File: config.mk
export PLATFORM = sky130hd
export DESIGN_NAME = mem_port_arbiter
export DESIGN_NICKNAME = d
export VERILOG_FILES = /design/src/rtl/mem_port_arbiter.sv
export SDC_FILE = /design/constraint.sdc
export NUM_CORES = 1
export LEC_CHECK = 0
export CAP_MARGIN = 0
export CORE_AREA = 4 4 105 107
export CTS_CLUSTER_SIZE = 8
export DETAILED_ROUTE_END_ITERATION = 6
export DIE_AREA = 0 0 109 111
export PLACE_DENSITY = 0.7
export SLEW_MARGIN = 5
export SYNTH_ARGS = -nofsm -noshare
export SYNTH_HDL_FRONTEND = slang
export SYNTH_SLANG_ARGS = --single-unit
File: constraint.sdc
create_clock -name clk -period 3.1 [get_ports clk]
set_input_delay 0.465 -clock clk [delete_from_list [all_inputs] [get_ports clk]]
set_output_delay 0.465 -clock clk [all_outputs]
set_load 0.03 [all_outputs]
File: src/rtl/mem_port_arbiter.sv
// mem_port_arbiter: shares one memory port between instruction fetch and load/store with dmem priority, anti-starvation and a response watchdog
module mem_port_arbiter #(
    parameter int XLEN        = 32,
    parameter int MAX_DSTREAK = 4,
    parameter int TIMEOUT     = 255
) (
    input  logic            clk,
    input  logic            rst,
    input  logic            i_req_valid,
    output logic            i_req_ready,
    input  logic [XLEN-1:0] i_req_addr,
    output logic            i_resp_valid,
    output logic [XLEN-1:0] i_resp_data,
    input  logic            d_req_valid,
    output logic            d_req_ready,
    input  logic [XLEN-1:0] d_req_addr,
    input  logic [XLEN-1:0] d_req_data,
    input  logic            d_req_fcn,
    input  logic [2:0]      d_req_typ,
    output logic            d_resp_valid,
    output logic [XLEN-1:0] d_resp_data,
    output logic            m_req_valid,
    input  logic            m_req_ready,
    output logic [XLEN-1:0] m_req_addr,
    output logic [XLEN-1:0] m_req_data,
    output logic            m_req_fcn,
    output logic [2:0]      m_req_typ,
    input  logic            m_resp_valid,
    input  logic [XLEN-1:0] m_resp_data,
    output logic            err_timeout,
    output logic            err_stray
);
    typedef enum logic [1:0] {IDLE, WAIT_I, WAIT_D} state_t;
    localparam int WDW = TIMEOUT > 1 ? $clog2(TIMEOUT) : 1;
    state_t         state, state_nx;
    logic [3:0]     streak;
    logic [WDW-1:0] wd;
    logic           held, held_d;
    logic           idle, gnt_d, gnt_i, d_xfer, i_xfer, timeout, wait_end;
    // Arbitration, request mux, response routing and next state; a stalled request keeps its latched grant
    always_comb begin
        state_nx     = state;
        idle         = state == IDLE && !rst;
        gnt_d        = held ? held_d : d_req_valid && !(i_req_valid && streak == 4'(MAX_DSTREAK));
        gnt_i        = held ? !held_d : !gnt_d && i_req_valid;
        m_req_valid  = idle && (gnt_d ? d_req_valid : gnt_i && i_req_valid);
        d_req_ready  = idle && gnt_d && m_req_ready;
        i_req_ready  = idle && gnt_i && m_req_ready;
        m_req_addr   = gnt_d ? d_req_addr : i_req_addr;
        m_req_data   = gnt_d ? d_req_data : '0;
        m_req_fcn    = gnt_d && d_req_fcn;
        m_req_typ    = gnt_d ? d_req_typ : 3'd7;
        d_xfer       = d_req_valid && d_req_ready;
        i_xfer       = i_req_valid && i_req_ready;
        timeout      = TIMEOUT > 0 && state != IDLE && wd == WDW'(TIMEOUT - 1);
        wait_end     = m_resp_valid || timeout;
        i_resp_valid = !rst && state == WAIT_I && wait_end;
        d_resp_valid = !rst && state == WAIT_D && wait_end;
        i_resp_data  = m_resp_valid ? m_resp_data : '0;
        d_resp_data  = m_resp_valid ? m_resp_data : '0;
        state_nx     = idle ? (d_xfer ? WAIT_D : i_xfer ? WAIT_I : IDLE) : (state == IDLE || wait_end) ? IDLE : state;
    end
    // State register plus the grant latch held while the memory stalls a raised request
    always_ff @(posedge clk) begin
        if (rst) begin
            state  <= IDLE;
            held   <= 1'b0;
            held_d <= 1'b0;
        end else begin
            state  <= state_nx;
            held   <= m_req_valid && !m_req_ready;
            held_d <= gnt_d;
        end
    end
    // Streak and watchdog counters and the sticky error flags
    always_ff @(posedge clk) begin
        if (rst) begin
            streak      <= '0;
            wd          <= '0;
            err_timeout <= 1'b0;
            err_stray   <= 1'b0;
        end else begin
            wd <= state == IDLE ? '0 : wd + 1'b1;
            if (d_xfer)
                streak <= !i_req_valid ? '0 : streak == 4'(MAX_DSTREAK) ? streak : streak + 4'd1;
            else if (i_xfer)
                streak <= '0;
            if (timeout && !m_resp_valid)
                err_timeout <= 1'b1;
            if (m_resp_valid && state == IDLE)
                err_stray <= 1'b1;
        end
    end
endmodule

==> flow_summary_export.csv, run 1 <==
group,metric,value,unit
outcome,status,"finished, final reports clean",
cts,cts_resized,0,
min_path,min_path_type,"flip-flop to flip-flop",
floorplanning,fp.dieArea,12100,µm²
sta,worstMarginPinSlew,0.615,ns
pwr,sequentialPowerShare,0.195,
pwr,cellLeakagePower,2.00,nW
setup_path,worstSetupStartpoint,"i_req_valid",
layout,num_antenna_cells,0,
layout,finish.net_count,694,
setup_path,r2r-start,"state[1]$_SDFFE_PP0P_",
sta,min_period,2.91,ns
pwr,pwr-share-clk,0.154,
setup_path,r2r_slack,1.09,ns
cts,root_buffer,"clkbuf_8",
min_path,min_path_cells,1,
floorplanning,dieWidth,109,µm
drt,vias,2846,
setup_path,cp.required,2.63,ns
grt,grt_antenna_before_repair,0,
sta,worst_slack,0.192,ns
cts,hold_buffers,0,
grt,grt_start_max_net_pins,37,
setup_path,reg2reg_to,"streak[3]$_SDFFE_PP0P_",
sta,fin_skew,0.00372,ns
sta,setup_viol,0,
pwr,ir_drop,0.000109,V
sta,slew_headroom,0.584,
synthesis,ys_seq_area_frac,0.181,
grt,grt_use_total,0.157,
grt,grt_overflow,0,
layout,fillers,989,
pwr,comb_power_share,0.651,
min_path,hp-start,"wd[0]$_SDFF_PP0_",
drt,drtPass1Iterations,5,
floorplanning,num_rows,37,
cts,clock_latency,0.25,ns
setup_path,end_kind,"output pin",
drt,drc,0,
sta,max_freq,0.344,GHz
layout,final_cell_mix,"clkdlybuf4s50_1 (206), nand2_1 (100), buf_4 (71), and2_1 (65), dfxtp_1 (18)",
synthesis,netlist_area,1990,µm²
sta,finalMaxSlewViolations,0,
synthesis,syn-num-nets,454,
grt,first_global_vias,2717,
sta,period_share,0.938,
synthesis,yosysWarnings,0,
setup_path,r2r_cells,4,
synthesis,ys_types,41,
placed_design,placedCellCount,683,
placed_design,dp_slack,0.190,ns
setup_path,critPathKind,"primary input to output pin",
layout,stdcell_count,687,
pwr,switching_share,0.408,
grt,grt_pass1_wl,15200,µm
setup_path,start_kind,"primary input",
drt,drt_wl_total,10300,µm
layout,final_common_cell,"clkdlybuf4s50_1",
setup_path,crit_fanout,21,
cts,clock_sinks,18,
pwr,power.total,1.23,mW
drt,drtAntennaViolNets,0,
cts,clkTransAtPathRegs,0.07,ns
synthesis,syn_area_per_cell,6.39,µm²
floorplanning,die_h,111,µm
synthesis,syn-instance-count,312,
pwr,p_sw,502,µW
sta,rsz0062_at_grt,"false",
cts,postCtsSetupBuffers,0,
cts,cts_tree,"yes",
setup_path,cp.arrival,2.44,ns
min_path,holdPathEnd,"wd[0]$_SDFF_PP0_",
cts,numCtsBuffers,3,
cts,htree_levels,1,
synthesis,yosys_register_bits,18,
cts,clk_path_buf_depth,2,
pwr,intPower,729,µW
sta,setup_tns,0,ns
placed_design,gp_congestion,0.923,
layout,synthToLayoutAreaGrowth,132,%
drt,wire_per_inst,15.0,µm
drt,vias_per_cell,4.14,
pwr,p_per_area,266,nW/µm²
layout,drive_gt1_frac,0.154,
flow_run,cap_violations,0,
placed_design,portBuffers,276,
floorplanning,coreArea,10100,µm²
drt,drt-initial-drc-count,111,
floorplanning,num_io_pins,277,
placed_design,dp_hpwl,9020,µm
floorplanning,start_util,0.197,
sta,hold_violations,0,
==> per-layer routing <==
layer  track usage  share of wire  vias to the layer above
met5             0              0                        -
met4        0.0278          0.011                        0
met3        0.0291          0.068                       10
met2         0.304           0.55                       94
met1         0.176           0.37                     1296
li1              -              -                     1446
==> flip-flops by register name (all words and copies together), names as in the netlist <==
register,cells
err_stray,1
held,1
err_timeout,1
state,2
streak,4
held_d,1
wd,8
==> layout make-up <==
cell class | instances | area, µm² | share of cell area
Inverter | 7 | 26.3 | 0.00568
Multi-Input combinational cell | 240 | 1320 | 0.285
Sequential cell | 18 | 360 | 0.0779
Clock buffer | 4 | 55.1 | 0.0119
Timing Repair Buffer | 282 | 2700 | 0.583
Tap cell | 136 | 170 | 0.0368
==> power by group through the flow <==
| stage | Combinational, mW | Clock, mW | Sequential, mW |
|---|---|---|---|
| final | 0.801 | 0.190 | 0.240 |
| after global routing | 0.843 | 0.206 | 0.241 |
| after CTS | 0.807 | 0.196 | 0.240 |
| after detailed placement | 0.804 | 0 | 0.245 |
| after global placement | 0.799 | 0 | 0.245 |
| after floorplan | 0.408 | 0 | 0.246 |
==> worst max-delay path, cell delays in order <==
cell             delay [ns]
clkdlybuf4s50_1        0.59
nand4b_1               0.22
a22o_2                 0.38
nand2b_1               0.12
clkdlybuf4s50_1        0.67
==> synth_stat cells <==
master | count | area (µm²)
a311oi_1 | 1 | 8.76
dfxtp_1 | 18 | 360
or3_1 | 3 | 18.8
a22o_1 | 1 | 8.76
nor2b_1 | 2 | 12.5
a2111oi_4 | 1 | 27.5
nand2_1 | 100 | 375
o32ai_2 | 1 | 16.3
buf_2 | 1 | 5.00
clkbuf_1 | 14 | 52.6
a32o_1 | 1 | 10.0
xnor2_1 | 1 | 8.76
ha_1 | 4 | 50.1
nor4_1 | 1 | 6.26
o21ai_0 | 5 | 25.0
a22oi_1 | 1 | 7.51
nand4_1 | 2 | 12.5
xor2_1 | 3 | 26.3
a41oi_1 | 1 | 8.76
and4_1 | 1 | 8.76
nor4b_1 | 2 | 17.5
buf_4 | 32 | 240
nor2_1 | 13 | 48.8
or2_2 | 1 | 6.26
and4b_1 | 1 | 10.0
inv_1 | 7 | 26.3
a211oi_1 | 1 | 7.51
mux2i_1 | 1 | 10.0
nor3_1 | 1 | 5.00
a21oi_1 | 5 | 25.0
a31oi_1 | 3 | 18.8
and2_1 | 65 | 407
a311o_1 | 1 | 10.0
nand4b_1 | 1 | 8.76
a32oi_1 | 1 | 8.76
a21boi_0 | 1 | 7.51
nand3b_1 | 2 | 15.0
nand3_1 | 5 | 25.0
nand2b_1 | 3 | 18.8
or4b_1 | 1 | 10.0
and3_1 | 3 | 18.8
==> kinds of logic (layout without fill, tap and decap cells) <==
kind of cell,after synthesis,in the layout,share of synthesized area
simple gates,207,207,0.514
compound gates,24,24,0.0954
buf+inv,54,293,0.162
xor+xnor,4,4,0.0176
mux,1,1,0.00502
fa+ha+maj,4,4,0.0251
flops,18,18,0.181
==> worst max path at each step <==
| stage | slack (ns) | to | cells after the start |
|---|---|---|---|
| final | 0.19 | m_req_typ[1] | 5 |
| after global routing | 0.04 | m_req_typ[2] | 5 |
| after CTS | 0.19 | m_req_typ[0] | 5 |
| after detailed placement | 0.19 | m_req_typ[0] | 5 |
| after global placement | 0.24 | m_req_typ[2] | 5 |
| after floorplan | 0.81 | d_resp_valid | 5 |
==> through the flow <==
stage,instance area (µm²),hold slack (ns),utilization
after floorplan,1990,0.430,-
after global placement,4570,0.440,0.451
after detailed placement,4570,0.462,0.451
after CTS,4620,0.479,0.456
after global routing,4620,0.506,0.456
final,4620,0.473,0.456
Note: power is estimated with default switching activity, not from simulation.
==> inputs of run 2 (changes only) <==
--- a/config.mk
+++ b/config.mk
@@ -6,11 +6,12 @@
 export NUM_CORES = 1
 export LEC_CHECK = 0
 export CAP_MARGIN = 0
-export CORE_AREA = 4 4 105 107
+export CORE_AREA = 4 4 106 108
+export CTS_BUF_LIST = sky130_fd_sc_hd__clkbuf_4 sky130_fd_sc_hd__clkbuf_8
 export CTS_CLUSTER_SIZE = 8
 export DETAILED_ROUTE_END_ITERATION = 6
-export DIE_AREA = 0 0 109 111
-export PLACE_DENSITY = 0.7
+export DIE_AREA = 0 0 110 112
+export PLACE_DENSITY = 0.69
 export SLEW_MARGIN = 5
 export SYNTH_ARGS = -nofsm -noshare
 export SYNTH_HDL_FRONTEND = slang
==> run 2 against run 1 <==
Register-to-register slack worse by 0.08 ns. Final area increased by 1.1%. Critical path type unchanged. Power shrank 0.96%. Count of clock-buffer cells in the layout fell by 1. Hold slack got worse by 0.0036 ns. Clock power fell by 16%. Largest cell class unchanged. Clock skew grew 0.0014 ns.
==> flow_summary_export.csv, run 2 (synthesis results as in run 1) <==
group,metric,value,unit
drt,drtAntennaViolNets,0,
pwr,ir_drop,0.000128,V
floorplanning,num_rows,37,
cts,clock_sinks,18,
sta,min_period,2.81,ns
flow_run,cap_violations,0,
setup_path,worst_path_most_repeated_cell,"clkdlybuf4s50_1",
sta,max_freq,0.356,GHz
cts,cts_tree,"yes",
cts,clk_path_buf_depth,2,
layout,largest_register_ffs,8,
floorplanning,dieWidth,110,µm
setup_path,crit_buf_inv,2,
cts,clock_latency,0.25,ns
cts,clkTransAtPathRegs,0.06,ns
floorplanning,fp.dieArea,12300,µm²
sta,slew_headroom,0.610,
setup_path,crit_fanout,7,
layout,num_antenna_cells,0,
grt,grt_pass1_wl,14800,µm
grt,grt_overflow,0,
pwr,p_per_area,261,nW/µm²
cts,numCtsBuffers,3,
setup_path,cp_top_family,"buffers and inverters",
pwr,sequentialPowerShare,0.197,
floorplanning,die_h,112,µm
layout,multi_input_area,1320,µm²
setup_path,cp.arrival,2.35,ns
drt,drt_wl_total,10500,µm
layout,synthToLayoutAreaGrowth,134,%
sta,rsz0062_at_grt,"false",
setup_path,start_kind,"primary input",
pwr,intPower,717,µW
sta,period_share,0.907,
grt,grt_use_total,0.152,
pwr,comb_power_share,0.672,
layout,final_common_cell,"clkdlybuf4s50_1",
setup_path,slowest_stage,"clkdlybuf4s50_1",
pwr,pwr-share-clk,0.131,
floorplanning,coreArea,10200,µm²
cts,root_buffer,"clkbuf_8",
drt,wire_per_inst,15.3,µm
setup_path,critPathKind,"primary input to output pin",
sta,setup_tns,0,ns
floorplanning,start_util,0.195,
min_path,min_path_type,"flip-flop to flip-flop",
drt,drc,0,
sta,setup_viol,0,
drt,vias,2762,
layout,drive_gt1_frac,0.155,
setup_path,cp.required,2.63,ns
drt,drtPass1Iterations,4,
layout,finish.net_count,693,
layout,fillers,1004,
grt,grt_antenna_before_repair,0,
cts,htree_levels,1,
setup_path,end_kind,"output pin",
pwr,switching_share,0.412,
placed_design,dp_hpwl,9030,µm
placed_design,gp_congestion,0.906,
grt,first_global_vias,2654,
sta,fin_skew,0.00508,ns
layout,largest-register,"wd",
pwr,p_sw,503,µW
sta,timing.hold.ws,0.469,ns
setup_path,max_stage_delay,0.69,ns
drt,vias_per_cell,4.03,
setup_path,path_cells,"clkdlybuf4s50_1 > nand4b_1 > a22o_2 > nand2b_1 > clkdlybuf4s50_1",
grt,grt_start_max_net_pins,68,
sta,finalMaxSlewViolations,0,
cts,hold_buffers,0,
floorplanning,num_io_pins,277,
outcome,status,"finished, final reports clean",
layout,ff_latch_area,360,µm²
placed_design,portBuffers,276,
layout,final_cell_mix,"clkdlybuf4s50_1 (204), nand2_1 (100), buf_4 (66), and2_1 (65), dfxtp_1 (18)",
sta,worstMarginPinSlew,0.581,ns
drt,drt-initial-drc-count,188,
layout,reg.largest.list,"wd: 8 flops, streak: 4 flops, state: 2 flops",
cts,postCtsSetupBuffers,0,
cts,cts_resized,0,
pwr,cellLeakagePower,2.01,nW
sta,hold_violations,0,
layout,post-route-util,0.457,
## run 2: cell types whose count changed in the layout (fill, tap and decap cells not counted)
cell,delta
clkbuf_8,-1
buf_4,-5
buf_12,+6
clkdlybuf4s50_1,-2
## run 2: metrics by stage
stage / cells / power, mW / setup WS, ns / area [µm²]
after floorplan: 312 / 0.654 / 0.811 / 1990
after global placement: 682 / 1.06 / 0.326 / 4630
after detailed placement: 682 / 1.07 / 0.276 / 4630
after CTS: 685 / 1.23 / 0.276 / 4670
after global routing: 685 / 1.28 / 0.189 / 4670
final: 685 / 1.22 / 0.289 / 4670
## run 2: worst paths after layout
check,start,end,slack [ns],cells past startpoint
worst max-delay path,i_req_valid,m_req_typ[0],0.29,5
worst min-delay path,wd[0]$_SDFF_PP0_,wd[0]$_SDFF_PP0_,0.47,1
worst max register to register,state[1]$_SDFFE_PP0P_,streak[3]$_SDFFE_PP0P_,1.01,4
worst min register to register,wd[0]$_SDFF_PP0_,wd[0]$_SDFF_PP0_,0.47,1
## run 2: layer usage
layer	track usage	vias to the layer above	wire, µm
met2	0.294	85	5780
met4	0.00831	0	21
met1	0.173	1233	3890
met3	0.0359	2	766
li1	-	1442	-
met5	0	-	0
## run 2: power groups by stage
stage / Sequential [mW] / Clock (mW) / Combinational, mW
3_5_place_dp: 0.245 / 0 / 0.822
3_3_place_gp: 0.245 / 0 / 0.818
6_report: 0.240 / 0.160 / 0.819
4_1_cts: 0.240 / 0.168 / 0.826
5_1_grt: 0.241 / 0.179 / 0.863
2_1_floorplan: 0.246 / 0 / 0.408
## run 2: final cells by class
class,count,area share
Inverter,7,0.00562
Sequential cell,18,0.0771
Tap cell,136,0.0364
Timing Repair Buffer,281,0.590
Multi-Input combinational cell,240,0.282
Clock buffer,3,0.00884
## run 2: worst reg2reg max path, cell delays in order (launching register included)
cell and delay, ns:
dfxtp_1 0.35, or4b_1 0.71, a2111oi_4 0.55, a211oi_1 0.16, o32ai_2 0.23
